--- config.mk ---
export PLATFORM = sky130hd
export DESIGN_NAME = home_alarm_system_flat
export DESIGN_NICKNAME = d
export VERILOG_FILES = /design/src/rtl/alarm_pkg.sv /design/src/rtl/home_alarm_system_if.sv /design/src/rtl/passcode_converter.sv /design/src/rtl/home_alarm_system.sv /design/src/flat_wrapper.sv
export SDC_FILE = /design/constraint.sdc
export NUM_CORES = 1
export LEC_CHECK = 0
export CAP_MARGIN = 0
export CORE_MARGIN = 8
export CORE_UTILIZATION = 40
export CTS_BUF_LIST = sky130_fd_sc_hd__clkbuf_8 sky130_fd_sc_hd__clkbuf_16
export CTS_CLUSTER_DIAMETER = 120
export CTS_CLUSTER_SIZE = 12
export DETAILED_ROUTE_END_ITERATION = 16
export MAX_ROUTING_LAYER = met4
export PLACE_DENSITY = 0.81
export SLEW_MARGIN = 20
export SYNTH_ARGS = -nofsm -noshare
export SYNTH_HDL_FRONTEND = slang
export SYNTH_SLANG_ARGS = --single-unit
--- constraint.sdc ---
create_clock -name clk -period 1.9 [get_ports clk]
set_input_delay 0.19 -clock clk [delete_from_list [all_inputs] [get_ports clk]]
set_output_delay 0.19 -clock clk [all_outputs]
set_load 0.03 [all_outputs]
--- src/rtl/alarm_pkg.sv ---
// Shared types and defaults for the home alarm block.
//   state_t      : alarm FSM state encoding
//   DEF_*        : default passcodes and exit delay used as module parameter defaults
//   to_code()    : raw keypad value -> 5-bit passcode (out-of-range values become NO_KEY)
package alarm_pkg;

  localparam int CODE_W = 5;

  localparam logic [CODE_W-1:0] DEF_ARM_CODE    = 5'd4;
  localparam logic [CODE_W-1:0] DEF_DISARM_CODE = 5'd19;
  localparam logic [CODE_W-1:0] DEF_NO_KEY      = 5'd31;
  localparam int                DEF_EXIT_DELAY  = 2;

  typedef enum logic [1:0] {
    DISARMED = 2'd0,
    ARMING   = 2'd1,
    ARMED    = 2'd2,
    ALARM    = 2'd3
  } state_t;

  function automatic logic [CODE_W-1:0] to_code(input logic [7:0] key,
                                                input logic [CODE_W-1:0] no_key);
    return (key <= 8'd30) ? key[CODE_W-1:0] : no_key;
  endfunction

endpackage

--- src/rtl/home_alarm_system_if.sv ---
// Keypad / sensor / indicator bundle for the home alarm block.
//   key_value : raw keypad value
//   motion1/2 : motion sensors, active high
//   reed      : door reed switch, 1 = open
//   code      : registered passcode
//   active    : system armed (ARMING, ARMED or ALARM)
//   alarm     : alarm latched
// slave = the alarm block, master = whatever drives keypad and sensors.
interface home_alarm_system_if;
  import alarm_pkg::*;

  logic [7:0]        key_value;
  logic              motion1;
  logic              motion2;
  logic              reed;
  logic [CODE_W-1:0] code;
  logic              active;
  logic              alarm;

  modport slave (
    input  key_value, motion1, motion2, reed,
    output code, active, alarm
  );

  modport master (
    output key_value, motion1, motion2, reed,
    input  code, active, alarm
  );

endinterface

--- src/rtl/passcode_converter.sv ---
// Registers the keypad value as a 5-bit passcode; values above 30 read as NO_KEY.
//   clk, rst_n : clock, async active-low reset (code resets to NO_KEY)
//   key_value  : raw keypad value
//   code       : converted passcode, one cycle latency
module passcode_converter
  import alarm_pkg::*;
#(
  parameter logic [CODE_W-1:0] NO_KEY = DEF_NO_KEY
) (
  input  logic              clk,
  input  logic              rst_n,
  input  logic [7:0]        key_value,
  output logic [CODE_W-1:0] code
);

  always_ff @(posedge clk or negedge rst_n) begin
    if (!rst_n) code <= NO_KEY;
    else        code <= to_code(key_value, NO_KEY);
  end

endmodule

--- src/rtl/home_alarm_system.sv ---
// Keypad-armed intrusion alarm: passcode conversion, edge-style command
// detect, exit-delay down-counter and arm/alarm FSM.
//   clk, rst_n : clock, async active-low reset
//   bus        : keypad, sensors and indicators (slave side)
//
// state    | meaning
// ---------+------------------------------------------------------------
// DISARMED | idle, sensors ignored, waiting for ARM code
// ARMING   | exit delay running, sensors ignored
// ARMED    | any sensor trips the alarm
// ALARM    | alarm latched until DISARM code or reset
module home_alarm_system
  import alarm_pkg::*;
#(
  parameter logic [CODE_W-1:0] ARM_CODE    = DEF_ARM_CODE,
  parameter logic [CODE_W-1:0] DISARM_CODE = DEF_DISARM_CODE,
  parameter logic [CODE_W-1:0] NO_KEY      = DEF_NO_KEY,
  parameter int                EXIT_DELAY  = DEF_EXIT_DELAY
) (
  input logic               clk,
  input logic               rst_n,
  home_alarm_system_if.slave bus
);

  // Counter loads EXIT_DELAY-1 and leaves ARMING on the cycle it reads zero,
  // so ARMING lasts exactly EXIT_DELAY cycles.
  localparam int CNT_W = (EXIT_DELAY > 2) ? $clog2(EXIT_DELAY) : 1;
  localparam logic [CNT_W-1:0] DLY_LOAD = (EXIT_DELAY > 0) ? CNT_W'(EXIT_DELAY - 1) : '0;

  logic [CODE_W-1:0] code;
  logic [CODE_W-1:0] code_q;
  logic              new_code;
  logic              arm_cmd;
  logic              disarm_cmd;
  logic              trip;
  state_t            state_q, state_d;
  logic [CNT_W-1:0]  cnt_q, cnt_d;
  logic              active_q, alarm_q;

  passcode_converter #(.NO_KEY(NO_KEY)) u_conv (
    .clk       (clk),
    .rst_n     (rst_n),
    .key_value (bus.key_value),
    .code      (code)
  );

  // A held code acts once: it only counts as a command while it differs
  // from the previous cycle's code.
  assign new_code   = (code != code_q) && (code != NO_KEY);
  assign arm_cmd    = new_code && (code == ARM_CODE);
  assign disarm_cmd = new_code && (code == DISARM_CODE);
  assign trip       = bus.motion1 | bus.motion2 | bus.reed;

  always_ff @(posedge clk or negedge rst_n) begin
    if (!rst_n) begin
      code_q   <= NO_KEY;
      state_q  <= DISARMED;
      cnt_q    <= '0;
      active_q <= 1'b0;
      alarm_q  <= 1'b0;
    end else begin
      code_q   <= code;
      state_q  <= state_d;
      cnt_q    <= cnt_d;
      active_q <= (state_d != DISARMED);
      alarm_q  <= (state_d == ALARM);
    end
  end

  always_comb begin
    state_d = state_q;
    cnt_d   = cnt_q;
    if (disarm_cmd) begin
      // Disarm wins over a trip on the same edge.
      state_d = DISARMED;
      cnt_d   = '0;
    end else begin
      case (state_q)
        DISARMED: begin
          if (arm_cmd) begin
            if (EXIT_DELAY == 0) begin
              state_d = ARMED;
            end else begin
              state_d = ARMING;
              cnt_d   = DLY_LOAD;
            end
          end
        end
        ARMING: begin
          if (cnt_q == '0) state_d = ARMED;
          else             cnt_d   = cnt_q - CNT_W'(1);
        end
        ARMED: begin
          if (trip) state_d = ALARM;
        end
        ALARM: begin
          state_d = ALARM;
        end
        default: begin
          state_d = DISARMED;
          cnt_d   = '0;
        end
      endcase
    end
  end

  assign bus.code   = code;
  assign bus.active = active_q;
  assign bus.alarm  = alarm_q;

endmodule

--- src/flat_wrapper.sv ---
// flat-port wrapper written by rule: the top's interface ports become plain ports
module home_alarm_system_flat import alarm_pkg::*;
#(
  parameter logic [CODE_W-1:0] ARM_CODE    = DEF_ARM_CODE,
  parameter logic [CODE_W-1:0] DISARM_CODE = DEF_DISARM_CODE,
  parameter logic [CODE_W-1:0] NO_KEY      = DEF_NO_KEY,
  parameter int                EXIT_DELAY  = DEF_EXIT_DELAY
)
  (clk, rst_n, bus_key_value, bus_motion1, bus_motion2, bus_reed, bus_code, bus_active, bus_alarm);
  home_alarm_system_if bus_i ();
  input logic clk;
  input logic rst_n;
  input wire logic [$bits(bus_i.key_value)-1:0] bus_key_value;
  input wire logic [$bits(bus_i.motion1)-1:0] bus_motion1;
  input wire logic [$bits(bus_i.motion2)-1:0] bus_motion2;
  input wire logic [$bits(bus_i.reed)-1:0] bus_reed;
  output wire logic [$bits(bus_i.code)-1:0] bus_code;
  output wire logic [$bits(bus_i.active)-1:0] bus_active;
  output wire logic [$bits(bus_i.alarm)-1:0] bus_alarm;
  assign bus_i.key_value = bus_key_value;
  assign bus_i.motion1 = bus_motion1;
  assign bus_i.motion2 = bus_motion2;
  assign bus_i.reed = bus_reed;
  assign bus_code = bus_i.code;
  assign bus_active = bus_i.active;
  assign bus_alarm = bus_i.alarm;
  home_alarm_system #(.ARM_CODE(ARM_CODE), .DISARM_CODE(DISARM_CODE), .NO_KEY(NO_KEY), .EXIT_DELAY(EXIT_DELAY)) u_core (.clk(clk), .rst_n(rst_n), .bus(bus_i));
endmodule
==> run summary, run 1 <==
outcome = complete, no violations
clk root buf = clkbuf_8
DRC viols = 0
DRT Pass-1 Iters = 2
setup bufs post-CTS = 0
CP Data Required Time = 1.71 ns
Post-Syn Nets = 60
Slew @ Worst Pin = 0.616 ns
Avg Cell Area, Syn = 12.8 um^2
RSZ-0062 raised after global routing = no
cts repair resizes = 0
TritonCTS clock tree = done
Power Density = 733 mW/mm^2
kind of critical path = flop to output port
Die X = 54.8 um
I/O Buffers = 19
max-cap violations = 0
layout cells sized above 1 = 22.9%
core area = 0.00145 mm^2
Period minus WS final = 1.70 ns
clock buffer depth = 2
WP buf/inv = 1
ANT nets after route = 0
crit-path cells = clkdlybuf4s50_1
Core Util, Final = 59.0%
Worst-path clk slew = 0.05 ns
setup TNS = 0 ns
GP Congestion = 0.719
Skew-Pair Late Insertion Delay = 0.24 ns
nets@finish = 84
Synth area leaders = dfstp_2 44%, dfrtp_1 21%, xnor2_1 7.3%
Adder-Cell Fraction of Synth Area = 0%
Total Routed Length = 1.12 mm
main combinational cell family by area after synthesis = simple AND/OR/NAND/NOR gates
CTS Sinks = 15
synth warn = 0
cell taking the most area after synthesis = dfstp_2
Finish-stage setup viols = 0
Crit Path Max Fanout = 5
CP Data Arrival Time = 1.51 ns
CP max stage cell = clkdlybuf4s50_1
n_diodes = 0
relative slew slack = 58.8%
xor/xnor share of the synthesized area = 7.28%
Leak = 0.325 nW
Yosys cell types = 19
synth cell count leaders = 10 x dfstp_2, 5 x dfrtp_1, 5 x nand2b_1, 5 x xnor2_1, 4 x nor2_1
Worst setup SP type = flop
VDD IR max = 394 uV
die area = 0.00300 mm^2
cell family with most CP delay = buffers and inverters
vias = 423
clock buffer count from CTS = 3
GRT Util Overall = 9.44%
Post-Syn Instances = 47
H-tree depth = 1
CTS Hold Buffers Added = 0
Top FF cell, synth = dfstp_2
first-pass GRT wire length = 1.88 mm
Final period util = 89.4%
Max Freq = 589 MHz
number of global-route vias before repair = 434
top-count cell post-synth = dfstp_2
initial core utilization = 41.4%
DIE HEIGHT = 54.8 um
asr flop ratio synth = 100%
vias per cell = 4.92
Worst Setup End Kind = output port
largest net degree at the start of global routing = 16
Hold WC Path Type = primary input to async pin
area delta synth->final = 42.4%
post-synthesis mux area share = 0%
Routed WL per cell = 13.0 um
CP peak stage delay = 0.69 ns
IO Pins = 20
mapped cell area = 602 um^2
clk_skew = 0.000559 ns
Fin. Hold Viols = 0
Pins Over Slew Limit = 0
Compound-Gate Fraction of Synth Area = 10.2%
DRC marker count from the first detailed-route iteration = 2
initial antenna violation count = 0
top cell type's share of synthesized area = 43.7%
Remaining Overflow, GRT = 0
sequential share of the synthesized area = 64.4%
number of synthesized flops with an enable pin = 0
post-synthesis simple-gate area fraction = 16.8%
Synth Register Bits = 15
placement row count = 14
==> stage by stage <==
stage / power (mW) / hold WS [ns] / instances / setup WS (ns) / instance area (um^2)
after global routing: 0.668 / 0.379 / 86 / 0.122 / 857
after detailed placement: 0.398 / 0.382 / 82 / 0.301 / 812
after floorplan: 0.359 / -0.106 / 47 / 0.274 / 602
after CTS: 0.642 / 0.361 / 86 / 0.177 / 857
final: 0.628 / 0.338 / 86 / 0.201 / 857
after global placement: 0.396 / 0.377 / 82 / 0.359 / 812
==> per-layer routing <==
metal  global-route usage (%)  vias up  wire [um]
met5                        -        -          0
met4                     6.15        0          6
met3                     3.26        2         60
met2                     14.0       13        586
met1                     10.5      201        469
li1                         -      207          -
==> report_power, final <==
part	switching [mW]	internal [mW]	total [mW]	leakage [nW]
Clock	0.0934	0.142	0.236	0.0269
Sequential	0.00548	0.330	0.336	0.154
Combinational	0.0225	0.0337	0.0562	0.144
==> state kept, by name, indices dropped and copies added, names as in the netlist <==
register / count
u_core.code_q: 5
u_core.u_conv.code: 5
u_core.state_q: 2
u_core.bus.active: 1
u_core.bus.alarm: 1
u_core.cnt_q: 1
==> kinds of logic (layout without fill, tap and decap cells) <==
| logic type | Yosys count | after routing |
|---|---|---|
| AOI/OAI and AO/OA | 8 | 8 |
| buffers and inverters | 2 | 25 |
| and+or+nand+nor | 17 | 17 |
| xor gates and xnor gates | 5 | 5 |
| DFF | 15 | 15 |
==> cell type report <==
type	instances	area, um^2
flip-flops and latches	15	388
clock buffers	3	41.3
well taps	16	20.0
repair buffers	19	190
fillers	129	597
inverters	2	7.51
multi-input cells	30	206
clock inverters	1	3.75
==> layout by cell type (no fill, tap or decap) <==
cell and n:
xnor2_1 5, a221oi_2 1, inv_1 3, nand3_1 1
nand2b_1 5, dfrtp_1 5, nor3_1 1, clkbuf_8 3
or3_1 1, nor3_2 1, a21oi_1 3, o21a_1 1
nor2_1 4, nand4b_1 1, dfstp_2 10, o21ai_2 1
a211oi_1 2, nand2_1 1, or4b_1 1, clkdlybuf4s50_1 19
and3_1 1
==> worst paths after layout <==
| check | startpoint | depth (start not counted) | to | slack [ns] |
|---|---|---|---|---|
| setup / recovery | u_core.u_conv.code[3] | 1 | bus_code[3] | 0.20 |
| hold / removal | rst_n | 1 | u_core.cnt_q | 0.34 |
| setup reg to reg | u_core.u_conv.code[2] | 4 | u_core.cnt_q | 0.30 |
| hold reg to reg | u_core.u_conv.code[2] | 0 | u_core.code_q[2] | 0.39 |
| max in group asynchronous | rst_n | 1 | u_core.state_q[1] | 1.16 |
| min in group clk | u_core.u_conv.code[2] | 0 | u_core.code_q[2] | 0.39 |
No activity file was read; power rests on OpenSTA's default activity.
==> inputs of run 2 (changes only) <==
--- a/config.mk
+++ b/config.mk
@@ -8,7 +8,7 @@
 export CAP_MARGIN = 0
 export CORE_MARGIN = 8
 export CORE_UTILIZATION = 40
-export CTS_BUF_LIST = sky130_fd_sc_hd__clkbuf_8 sky130_fd_sc_hd__clkbuf_16
+export CTS_BUF_LIST = sky130_fd_sc_hd__clkbuf_4
 export CTS_CLUSTER_DIAMETER = 120
 export CTS_CLUSTER_SIZE = 12
 export DETAILED_ROUTE_END_ITERATION = 16
==> run summary, run 2 (synthesis gave the netlist of run 1 again) <==
Top Registers = u_core.code_q: 5 flops, u_core.u_conv.code: 5 flops, u_core.state_q: 2 flops
CP Data Arrival Time = 1.56 ns (+0.05 ns)
cts repair resizes = 0 (unchanged)
most frequent cells in the layout = 19 x clkdlybuf4s50_1, 10 x dfstp_2, 5 x xnor2_1, 5 x nand2b_1, 5 x dfrtp_1
DRC viols = 0 (unchanged)
Comb power frac = 9.7% (+0.8 points)
worst r2r dst = u_core.cnt_q
Worst-path clk slew = 0.08 ns (+0.03 ns)
cell family with most CP delay = buffers and inverters
Slew @ Worst Pin = 0.615 ns (-0.000887 ns)
clock buffer depth = 2 (unchanged)
Worst R2R Path Depth = 4 (unchanged)
Skew-Pair Late Insertion Delay = 0.27 ns (+0.03 ns)
vias = 433 (+2.4%)
GP Congestion = 0.719 (unchanged)
initial core utilization = 41.4% (unchanged)
RR Startpoint = u_core.u_conv.code[2]
nets@finish = 84 (unchanged)
most common cell after layout, fill and taps aside = clkdlybuf4s50_1
Worst Setup EP = bus_code[3]
Crit Path Max Fanout = 5 (unchanged)
clock buffer count from CTS = 3 (unchanged)
Period minus WS final = 1.75 ns (+0.0479 ns)
number of global-route vias before repair = 451 (+3.9%)
switch share = 20.4% (+1.1 points)
final std cells w/o fill = 86 (unchanged)
Finish-stage setup viols = 0 (unchanged)
PnR Total Power = 577 uW (-8.2%)
Routed WL per cell = 13.1 um (about the same)
Hold Slack = 0.296 ns (-0.0412 ns)
initial antenna violation count = 0 (unchanged)
IO Pins = 20 (unchanged)
P_sw = 118 uW (-3.0%)
Fin. Hold Viols = 0 (unchanged)
max-cap violations = 0 (unchanged)
TritonCTS clock tree = done
outcome = complete, no violations
setup TNS = 0 ns (unchanged)
CP Data Required Time = 1.71 ns (about the same)
placement row count = 14 (unchanged)
CTS Sinks = 15 (unchanged)
VDD IR max = 404 uV (+2.5%)
sequential fraction of design power = 58.1% (+4.6 points)
Worst setup SP type = flop
Pins Over Slew Limit = 0 (unchanged)
Power Density = 685 mW/mm^2 (-6.5%)
Hold WC Path Type = primary input to async pin
DRT Pass-1 Iters = 2 (unchanged)
Max Freq = 572 MHz (-2.7%)
largest net degree at the start of global routing = 16 (unchanged)
Leak = 0.316 nW (-2.6%)
Worst Setup End Kind = output port
CP max stage cell = clkdlybuf4s50_1
area delta synth->final = 39.9%
ANT nets after route = 0 (unchanged)
stages on the worst setup path = 1 (unchanged)
Reg2Reg Setup Slack = 0.31 ns (about the same)
Internal = 459 uW (-9.4%)
layout cells sized above 1 = 24.3% (+1.4 points)
GRT Util Overall = 9.67% (+0.23 points)
H-tree depth = 1 (unchanged)
I/O Buffers = 19 (unchanged)
PnR worst setup slack = 0.153 ns (-0.0479 ns)
Final Cell Area = 842 um^2 (-1.8%)
die area = 0.00300 mm^2 (unchanged)
Final period util = 91.9% (+2.5 points)
DRC marker count from the first detailed-route iteration = 1 (-1)
crit-path cells = clkdlybuf4s50_1
n_diodes = 0 (unchanged)
kind of critical path = flop to output port
WP buf/inv = 1 (unchanged)
Post-Place Cells = 82 (unchanged)
clk root buf = clkbuf_4
CTS Hold Buffers Added = 0 (unchanged)
CP peak stage delay = 0.69 ns (about the same)
Area after DPL = 812 um^2 (unchanged)
setup bufs post-CTS = 0 (unchanged)
Clock Power Share = 32.1% (-5.4 points)
vias per cell = 5.03 (+2.4%)
relative slew slack = 58.9% (+0.059 points)
DIE HEIGHT = 54.8 um (unchanged)
Total Routed Length = 1.12 mm (about the same)
RSZ-0062 raised after global routing = no
critical path startpoint = u_core.u_conv.code[3]
pre-CTS setup slack = 0.301 ns (unchanged)
clk_skew = 0.00456 ns (+0.00401 ns)
first-pass GRT wire length = 1.96 mm (+4.4%)
Core Util, Final = 57.9% (-1.0 points)
Remaining Overflow, GRT = 0 (unchanged)
Die X = 54.8 um (unchanged)
core area = 0.00145 mm^2 (unchanged)
-- run 2: cell count changes in the layout (fill, tap and decap cells not counted), sizes merged --
cell / previous run / this run
inv: 3 / 2
clkbuf: 3 / 4
-- run 2: worst min path at each step --
stage / endpoint / start
after floorplan: u_core.bus.active / rst_n
final: u_core.cnt_q / rst_n
after global routing: u_core.state_q[0] / rst_n
after detailed placement: u_core.code_q[2] / u_core.u_conv.code[2]
after CTS: u_core.cnt_q / rst_n
after global placement: u_core.code_q[2] / u_core.u_conv.code[2]
-- run 2: power groups by stage --
stage	Clock, mW	Sequential, mW	Combinational [mW]
2_1_floorplan	0	0.346	0.0135
3_3_place_gp	0	0.340	0.0559
5_1_grt	0.208	0.337	0.0620
3_5_place_dp	0	0.341	0.0573
4_1_cts	0.194	0.336	0.0574
6_report	0.185	0.335	0.0562
-- run 2: per-layer routing --
metal  part of all wire, %  vias up  wire length [um]  GRT usage [%]
li1                      -      206                 -              -
met1                    41      212               462           10.9
met2                    52       13               588           14.9
met3                   5.3        2                60           2.45
met4                   1.1        0                12           6.15
met5                     0        -                 0              -
-- run 2: final cells by class --
cell class	count	area, um^2
Clock buffer	4	30.0
Fill cell	133	612
Inverter	2	7.51
Multi-Input combinational cell	30	206
Sequential cell	15	388
Tap cell	16	20.0
Timing Repair Buffer	19	190
-- run 2: worst reg2reg max path: cells and delay by family (launching register included) --
family | cells | cell delay (ns)
flops | 1 | 0.57
simple gates | 2 | 0.59
compound gates | 2 | 0.36
==> inputs of run 3 (changes only) <==
--- a/config.mk
+++ b/config.mk
@@ -13,8 +13,9 @@
 export CTS_CLUSTER_SIZE = 12
 export DETAILED_ROUTE_END_ITERATION = 16
 export MAX_ROUTING_LAYER = met4
-export PLACE_DENSITY = 0.81
+export PLACE_DENSITY = 0.82
 export SLEW_MARGIN = 20
 export SYNTH_ARGS = -nofsm -noshare
 export SYNTH_HDL_FRONTEND = slang
+export SYNTH_HIERARCHICAL = 1
 export SYNTH_SLANG_ARGS = --single-unit
==> run summary, run 3 <==
sequential fraction of design power = 58.6% (+0.5 points)
die area = 0.00298 mm^2 (-0.60%)
top-count cell post-synth = dfstp_2
Clock Power Share = 32.0% (about the same)
placement row count = 14 (unchanged)
PnR Total Power = 572 uW (-0.83%)
clk_skew = 0.00878 ns (+0.00421 ns)
outcome = complete, no violations
crit-path cells = clkdlybuf4s50_1
synth cell count leaders = 10 x dfstp_2, 5 x dfrtp_1, 5 x or4_1
CP Data Required Time = 1.71 ns (about the same)
clk root buf = clkbuf_4
area delta synth->final = 40.3%
TritonCTS clock tree = done
initial core utilization = 41.0% (-0.34 points)
Yosys cell types = 18 (-1)
Core Util, Final = 57.6% (-0.34 points)
Synth area leaders = dfstp_2 44%, dfrtp_1 21%, or4_1 6.3%
layout cells sized above 1 = 25.0% (+0.71 points)
first-pass GRT wire length = 1.98 mm (+1.1%)
Die X = 54.6 um (-0.30%)
GRT met2 Usage = 14.3% (-0.57 points)
P_sw = 114 uW (-2.9%)
Leak = 0.307 nW (-3.0%)
Internal = 458 uW (-0.29%)
Worst Setup End Kind = output port
sequential share of the synthesized area = 65.0% (+0.54 points)
Total Routed Length = 1.08 mm (-3.6%)
fill count = 140 (+5.3%)
Hold Slack = 0.300 ns (+0.00367 ns)
max-cap violations = 0 (unchanged)
I/O Buffers = 19 (unchanged)
Routed WL per cell = 12.9 um (-1.3%)
asr flop ratio synth = 100% (unchanged)
mapped cell area = 597 um^2 (-0.83%)
nets@finish = 82 (-2.4%)
GP Congestion = 0.707 (-1.6%)
Pins Over Slew Limit = 0 (unchanged)
CP Data Arrival Time = 1.52 ns (-0.04 ns)
DRC marker count from the first detailed-route iteration = 6 (+5)
CP max stage cell = clkdlybuf4s50_1
CTS Hold Buffers Added = 0 (unchanged)
Final period util = 90.1% (-1.9 points)
most frequent cells in the layout = 19 x clkdlybuf4s50_1, 10 x dfstp_2, 5 x dfrtp_1, 5 x or4_1
number of synthesized flops with an enable pin = 0 (unchanged)
Crit Path Max Fanout = 4 (-1)
H-tree depth = 1 (unchanged)
switch share = 20.0% (-0.44 points)
Max Freq = 584 MHz (+2.1%)
VDD IR max = 382 uV (-5.3%)
Post-Syn Nets = 58 (-3.3%)
Synth Register Bits = 15 (unchanged)
cell family with most CP delay = buffers and inverters
kind of critical path = flop to output port
relative slew slack = 58.6% (-0.28 points)
GRT Util Overall = 9.40% (-0.27 points)
Worst-path clk slew = 0.08 ns (about the same)
Finish-stage setup viols = 0 (unchanged)
Top FF cell, synth = dfstp_2
WP buf/inv = 1 (unchanged)
synth warn = 6 (+6)
cts repair resizes = 0 (unchanged)
Register Area = 388 um^2 (unchanged)
CP peak stage delay = 0.68 ns (about the same)
Period minus WS final = 1.71 ns (-0.0353 ns)
most common cell after layout, fill and taps aside = clkdlybuf4s50_1
DIE HEIGHT = 54.6 um (-0.30%)
Slew @ Worst Pin = 0.619 ns (+0.00414 ns)
setup bufs post-CTS = 0 (unchanged)
Power Density = 683 mW/mm^2 (-0.23%)
n_diodes = 0 (unchanged)
DRT Pass-1 Iters = 4 (+2)
Hold WC Path Type = primary input to async pin
Comb power frac = 9.4% (-0.3 points)
largest net degree at the start of global routing = 16 (unchanged)
vias per cell = 5.14 (+2.1%)
initial antenna violation count = 0 (unchanged)
Top Registers = u_core/code_q: 5 flops, u_core/u_conv/code: 5 flops, u_core/state_q: 2 flops
Worst setup SP type = flop
met3 Usage GRT = 3.53% (+1.1 points)
Post-Syn Instances = 45 (-4.3%)
Avg Cell Area, Syn = 13.3 um^2 (+3.6%)
ANT nets after route = 0 (unchanged)
clock buffer depth = 2 (unchanged)
Skew-Pair Late Insertion Delay = 0.27 ns (about the same)
CTS Sinks = 15 (unchanged)
HPWL after detailed placement = 916 um
IO Pins = 20 (unchanged)
area taken by multi-input logic gates = 201 um^2 (-2.4%)
GRT busiest layer = met2
Final Cell Area = 837 um^2 (-0.59%)
cell taking the most area after synthesis = dfstp_2
clock buffer count from CTS = 3 (unchanged)
Remaining Overflow, GRT = 0 (unchanged)
core area = 0.00145 mm^2 (unchanged)
Fin. Hold Viols = 0 (unchanged)
met1 Use GR = 10.4% (-0.45 points)
setup TNS = 0 ns (unchanged)
number of global-route vias before repair = 477 (+5.8%)
top cell type's share of synthesized area = 44.0% (+0.37 points)
Area after DPL = 807 um^2 (-0.62%)
DRC viols = 0 (unchanged)
vias = 432 (-0.23%)
RSZ-0062 raised after global routing = no
==> run 3: changes by cell type after synthesis <==
cell,delta
or4_1,+5
nand2_1,-1
nand2b_1,-4
xnor2_1,-1
nor3_1,-1
==> run 3: power groups by stage <==
stage	clock [mW]	combinational, mW	sequential (mW)
6_report	0.183	0.0537	0.335
5_1_grt	0.212	0.0601	0.337
4_1_cts	0.190	0.0549	0.335
3_5_place_dp	0	0.0548	0.341
3_3_place_gp	0	0.0541	0.340
2_1_floorplan	0	0.0101	0.346
==> run 3: logic make-up (layout without fill, tap and decap cells) <==
group	after synthesis	after routing	synth area share (%)
AO/OA/AOI/OAI	8	8	10.3
buffers and inverters	2	25	1.26
AND/OR/NAND/NOR	16	16	17.6
flip-flops	15	15	65.0
XOR/XNOR	4	4	5.87
==> run 3: final cells by class <==
cell class	instances	share of cell area, %
clock buffer	4	3.59
inverter	2	0.897
multi-input combinational	28	24.1
sequential	15	46.3
tap	16	2.39
timing repair buffer	19	22.7
==> run 3: metal layers <==
layer	share of wire [%]	wire length [um]	vias to the layer above
met2	47	505	18
li1	-	-	214
met4	0	0	0
met5	0	0	-
met1	44	478	200
met3	9.0	98	0
==> run 3: stage by stage <==
stage	cells	setup WS, ns
after floorplan	45	0.274
after global placement	80	0.353
after detailed placement	80	0.322
after CTS	84	0.164
after global routing	84	0.116
final	84	0.188
==> run 3: worst paths after layout <==
check,from,depth (start not counted),end,slack (ns)
hold reg to reg,u_core/u_conv/code[2],0,u_core/code_q[2],0.38
setup / recovery,u_core/u_conv/code[3],1,bus_code[3],0.19
min in group clk,u_core/u_conv/code[2],0,u_core/code_q[2],0.38
setup reg to reg,u_core/u_conv/code[2],4,u_core/cnt_q,0.31
max in group asynchronous,rst_n,1,u_core/u_conv/code[1],1.20
hold / removal,rst_n,1,u_core/bus.alarm,0.30
